===== config.mk =====
export PLATFORM = sky130hd
export DESIGN_NAME = kbd_scan_seq_flat
export DESIGN_NICKNAME = d
export VERILOG_FILES = /design/src/rtl/kbd_scan_seq_if.sv /design/src/rtl/kbd_scan_seq.sv /design/src/flat_wrapper.sv
export SDC_FILE = /design/constraint.sdc
export NUM_CORES = 1
export LEC_CHECK = 0
export CORE_MARGIN = 3
export CORE_UTILIZATION = 40
export DETAILED_ROUTE_END_ITERATION = 8
export MAX_ROUTING_LAYER = met4
export PLACE_DENSITY = 0.58
export SLEW_MARGIN = 20
export SYNTH_ARGS = -nofsm -noshare
export SYNTH_HDL_FRONTEND = slang
export SYNTH_SLANG_ARGS = --single-unit

===== constraint.sdc =====
create_clock -name clk -period 2.7 [get_ports clk]
set_input_delay 0.54 -clock clk [delete_from_list [all_inputs] [get_ports clk]]
set_output_delay 0.54 -clock clk [all_outputs]
set_load 0.05 [all_outputs]

===== src/rtl/kbd_scan_seq_if.sv =====
// Byte stream in (valid/ready) and decoded key state plus event pulse out for kbd_scan_seq.
interface kbd_scan_seq_if;
    logic [7:0] in_data;
    logic       in_valid;
    logic       in_ready;
    logic [7:0] key;
    logic       key_ext;
    logic       is_press;
    logic [7:0] count;
    logic       evt_valid;
    logic       evt_break;

    modport master (
        output in_data, in_valid,
        input  in_ready, key, key_ext, is_press, count, evt_valid, evt_break
    );

    modport slave (
        input  in_data, in_valid,
        output in_ready, key, key_ext, is_press, count, evt_valid, evt_break
    );
endinterface


===== src/rtl/kbd_scan_seq.sv =====
// PS/2 scan-code sequencer: F0/E0 prefixed bytes -> press/release events, BCD press count (E0 decoding under KBD_EXT_EN).
// Latency: event pulse one cycle after the final byte; backpressure: in_ready low only in the EMIT cycle.
module kbd_scan_seq #(
    parameter int unsigned TIMEOUT = 1000000
) (
    input  logic          clk,
    input  logic          rst,
    kbd_scan_seq_if.slave bus
);

`ifdef KBD_EXT_EN
    typedef enum logic [2:0] {IDLE, EXT, BRK, EXT_BRK, EMIT} state_t;
`else
    typedef enum logic [2:0] {IDLE, BRK, EMIT} state_t;
`endif

    localparam logic [19:0] TMO_LAST = 20'(TIMEOUT - 1);

    state_t      state, state_n;
    logic [7:0]  key_q, key_n;
    logic        ext_q, ext_n;
    logic        press_q, press_n;
    logic [7:0]  count_q, count_n;
    logic        brk_q, brk_n;
    logic [19:0] tmo, tmo_n;

    logic accept;
    logic junk;
    logic ctrl;
    logic in_prefix;
    logic do_make;
    logic do_break;
    logic code_ext;

    function automatic logic [7:0] bcd_inc(input logic [7:0] v);
        logic [3:0] lo;
        logic [3:0] hi;
        lo = v[3:0];
        hi = v[7:4];
        if (lo == 4'd9) begin
            lo = 4'd0;
            hi = (hi == 4'd9) ? 4'd0 : hi + 4'd1;
        end else begin
            lo = lo + 4'd1;
        end
        return {hi, lo};
    endfunction

    always_comb begin
        state_n  = state;
        key_n    = key_q;
        ext_n    = ext_q;
        press_n  = press_q;
        count_n  = count_q;
        brk_n    = brk_q;
        tmo_n    = '0;
        do_make  = 1'b0;
        do_break = 1'b0;
        code_ext = 1'b0;

        accept = bus.in_valid && (state != EMIT);
        junk   = (bus.in_data == 8'h00) || (bus.in_data == 8'hFF);
        ctrl   = junk || (bus.in_data == 8'hE0) || (bus.in_data == 8'hF0);

        case (state)
            IDLE: begin
                if (accept) begin
                    if (bus.in_data == 8'hF0) begin
                        state_n = BRK;
                    end else if (bus.in_data == 8'hE0) begin
`ifdef KBD_EXT_EN
                        state_n = EXT;
`endif
                    end else if (!junk) begin
                        do_make = 1'b1;
                    end
                end
            end
`ifdef KBD_EXT_EN
            EXT: begin
                if (accept) begin
                    if (bus.in_data == 8'hF0) begin
                        state_n = EXT_BRK;
                    end else if (bus.in_data == 8'hE0) begin
                        state_n = EXT;
                    end else if (junk) begin
                        state_n = IDLE;
                    end else begin
                        do_make  = 1'b1;
                        code_ext = 1'b1;
                    end
                end
            end
            EXT_BRK: begin
                if (accept) begin
                    state_n = IDLE;
                    if (!ctrl) begin
                        do_break = 1'b1;
                        code_ext = 1'b1;
                    end
                end
            end
`endif
            BRK: begin
                if (accept) begin
                    state_n = IDLE;
                    if (!ctrl) do_break = 1'b1;
                end
            end
            EMIT:    state_n = IDLE;
            default: state_n = IDLE;
        endcase

        // A stalled prefix is abandoned so a lost byte cannot corrupt the next key.
`ifdef KBD_EXT_EN
        in_prefix = (state == BRK) || (state == EXT) || (state == EXT_BRK);
`else
        in_prefix = (state == BRK);
`endif
        if (in_prefix && !accept) begin
            if (tmo == TMO_LAST) state_n = IDLE;
            else                 tmo_n   = tmo + 20'd1;
        end

        if (do_make) begin
            if (press_q && (bus.in_data == key_q) && (code_ext == ext_q)) begin
                state_n = IDLE;
            end else begin
                key_n   = bus.in_data;
                ext_n   = code_ext;
                press_n = 1'b1;
                count_n = bcd_inc(count_q);
                brk_n   = 1'b0;
                state_n = EMIT;
            end
        end

        if (do_break) begin
            if ((bus.in_data == key_q) && (code_ext == ext_q)) press_n = 1'b0;
            key_n   = bus.in_data;
            ext_n   = code_ext;
            brk_n   = 1'b1;
            state_n = EMIT;
        end
    end

    always_ff @(posedge clk) begin
        if (rst) begin
            state   <= IDLE;
            key_q   <= 8'h00;
            ext_q   <= 1'b0;
            press_q <= 1'b0;
            count_q <= 8'h00;
            brk_q   <= 1'b0;
            tmo     <= '0;
        end else begin
            state   <= state_n;
            key_q   <= key_n;
            ext_q   <= ext_n;
            press_q <= press_n;
            count_q <= count_n;
            brk_q   <= brk_n;
            tmo     <= tmo_n;
        end
    end

    assign bus.in_ready  = (state != EMIT);
    assign bus.key       = key_q;
`ifdef KBD_EXT_EN
    assign bus.key_ext   = ext_q;
`else
    assign bus.key_ext   = 1'b0;
`endif
    assign bus.is_press  = press_q;
    assign bus.count     = count_q;
    assign bus.evt_valid = (state == EMIT);
    assign bus.evt_break = brk_q && (state == EMIT);

endmodule


===== src/flat_wrapper.sv =====
// flat-port wrapper written by rule: the top's interface ports become plain ports
module kbd_scan_seq_flat 
#(
    parameter int unsigned TIMEOUT = 1000000
)
  (clk, rst, bus_in_data, bus_in_valid, bus_in_ready, bus_key, bus_key_ext, bus_is_press, bus_count, bus_evt_valid, bus_evt_break);
  kbd_scan_seq_if bus_i ();
  input  logic clk;
  input  logic rst;
  input wire logic [$bits(bus_i.in_data)-1:0] bus_in_data;
  input wire logic [$bits(bus_i.in_valid)-1:0] bus_in_valid;
  output wire logic [$bits(bus_i.in_ready)-1:0] bus_in_ready;
  output wire logic [$bits(bus_i.key)-1:0] bus_key;
  output wire logic [$bits(bus_i.key_ext)-1:0] bus_key_ext;
  output wire logic [$bits(bus_i.is_press)-1:0] bus_is_press;
  output wire logic [$bits(bus_i.count)-1:0] bus_count;
  output wire logic [$bits(bus_i.evt_valid)-1:0] bus_evt_valid;
  output wire logic [$bits(bus_i.evt_break)-1:0] bus_evt_break;
  assign bus_i.in_data = bus_in_data;
  assign bus_i.in_valid = bus_in_valid;
  assign bus_in_ready = bus_i.in_ready;
  assign bus_key = bus_i.key;
  assign bus_key_ext = bus_i.key_ext;
  assign bus_is_press = bus_i.is_press;
  assign bus_count = bus_i.count;
  assign bus_evt_valid = bus_i.evt_valid;
  assign bus_evt_break = bus_i.evt_break;
  kbd_scan_seq #(.TIMEOUT(TIMEOUT)) u_core (.clk(clk), .rst(rst), .bus(bus_i));
endmodule

==> results.yml <==
status:
  status: "completed"
place:
  portBuffers: 30
  gp_congestion: 0.737
  place_ws_ns: 0.0744
  dpl.cell_count: 324
  dpl.hpwl_mm: 2.88
  dpl-instance-area_um2: 2390
pwr:
  p_total_uw: 1280
  leakagePower_uw: 0.000800
  ir_drop_v: 0.000260
  power_density_nw_per_um2: 513
die:
  die_y_um: 77.0
  dieArea_um2: 5920
  initial_core_util_pct: 42.1
  dieWidth_um: 77.0
  fp-row-count: 25
  core_area_um2: 4790
  ioPinCount: 32
drt:
  dr.pass1.iters: 4
  ant_nets: 0
  post-route-drc-count: 0
  vias_per_cell: 4.85
  drt_iter0_markers: 95
  vias: 1604
  wirelength_mm: 3.96
  wl_per_cell_um: 12.0
grt:
  grt_max_degree: 21
  overflow: 0
  grt_pass1_wl_mm: 7.06
  grtUsageTotal_pct: 15.1
  grt_pass1_vias: 1586
  grt_antenna_before_repair: 0
sta:
  fin_crit_ns: 2.45
  worst_pin_slew_ns: 0.543
  fmax_ghz: 0.408
  period_share_pct: 90.8
  fin_skew_ns: 0.00572
  slew-limit-headroom_pct: 63.8
  rsz0062_at_grt: "no"
  slew_violations: 0
  setup_viol: 0
  finalHoldViolCount: 0
  fin_ws_ns: 0.249
  finalSetupTns_ns: 0
final_layout:
  n_antenna_cell: 0
  area_growth_pct: 24.0
  layout_commonest_cell: "dfxtp_1"
  drive_gt1_share_pct: 6.82
  instances_no_fill: 331
  design_area_um2: 2500
  finalNetCount: 276
  final_cell_mix: "41 x dfxtp_1, 30 x clkdlybuf4s50_1, 27 x nor2_1"
setup_path:
  endpoint_kind: "output pin"
  cp-start-kind: "register"
  required_ns: 2.16
  arrival_ns: 1.91
  cp_max_fo: 4
  criticalPathCategory: "register to output pin"
logic_synthesis:
  yosys.area.top_type: "dfxtp_1"
  async_reset_ff_share_pct: 0
  ys.warnings.count: 0
  synth_enable_flop_cells: 0
  ys.flop_type: "dfxtp_1"
  synth_area_leaders: "dfxtp_1 41%, xnor2_1 8.7%, nand2b_1 5.3%, nor2_1 5.2%, mux2i_1 4.0%"
  syn_area_um2: 2010
  synth_seq_area_share_pct: 40.7
  syn-instance-count: 229
  ys_ff_latch: 41
  synth_top_area_share_pct: 40.7
  yosysUniqueCellTypes: 39
  syn-mean-instance-area_um2: 8.80
cts:
  cts_tree: "built"
  clock_latency_ns: 0.30
  cts.path.max_buffers: 2
  root_buffer: "clkbuf_8"
  hold_buffers: 0
  cts.sinks: 41
  numCtsBuffers: 5
  postCtsSetupBuffers: 0
  htree_levels: 2
  post_cts_resized: 0
  path_clk_slew_ns: 0.08
min_path:
  hold_class: "register to register"
run:
  drv_cap: 0
## sequential cells by signal, summed over array words and instances (netlist names)
register,flops
u_core.tmo,20
u_core.bus.count,8
u_core.brk_q,1
u_core.bus.is_press,1
u_core.bus.key,8
u_core.state,3
## per-layer routing
metal	wire, um	track usage, %	vias to the layer above
met5	0	-	-
met4	51	4.89	0
met3	141	4.58	6
met2	1780	23.6	22
met1	1990	18.7	701
li1	-	-	875
## per-stage QoR
stage               hold slack, ns  util (%)
floorplan                    0.412         -
global placement             0.430      50.0
detailed placement           0.437      50.0
CTS                          0.448      52.2
global route                 0.479      52.2
finish                       0.447      52.2
## path summary, 6_finish.rpt
kind | startpoint | end | slack [ns] | cells past startpoint
max | u_core.state[2] | bus_evt_break | 0.25 | 4
min | u_core.tmo[0] | u_core.tmo[0] | 0.45 | 1
max reg2reg | u_core.tmo[12] | u_core.tmo[17] | 0.53 | 5
min reg2reg | u_core.tmo[0] | u_core.tmo[0] | 0.45 | 1
## cells in the mapped netlist (all sizes together), types with 3 or more instances
master / n
nand2b: 17
nand2: 9
dfxtp: 41
nand3: 8
nor2b: 6
nand4: 9
inv: 10
or4: 9
mux2i: 8
and3: 5
o21ai: 4
nor2: 29
clkbuf: 3
buf: 4
o31ai: 5
nor3: 5
nor4: 4
a21oi: 6
xnor2: 20
xor2: 6
## cell families after synthesis
kind of cell,synth area share [%]
DFF,40.7
buffers and inverters,4.16
and+or+nand+nor,29.6
muxes,5.09
AOI/OAI and AO/OA,8.32
adders and majority gates,0.621
other,0.186
xor gates and xnor gates,11.3
## final cells by class
| cell class | instances | area (um2) |
|---|---|---|
| Inverter | 10 | 37.5 |
| Fill cell | 473 | 2290 |
| Clock buffer | 5 | 68.8 |
| Clock inverter | 2 | 35.0 |
| Multi-Input combinational cell | 172 | 1120 |
| Tap cell | 67 | 83.8 |
| Timing Repair Buffer | 34 | 330 |
| Sequential cell | 41 | 821 |
## worst max-delay path: stages, from the launching register on
cell	delay, ns
dfxtp_1	0.35
nor3b_2	0.25
inv_1	0.13
nor2_2	0.09
clkdlybuf4s50_1	0.80
## report_power, final
group	internal [uW]	total (uW)	switching [uW]
clock network	269	476	207
logic	71.6	175	103
registers	618	631	13.4
Note: power is estimated with default switching activity, not from simulation.
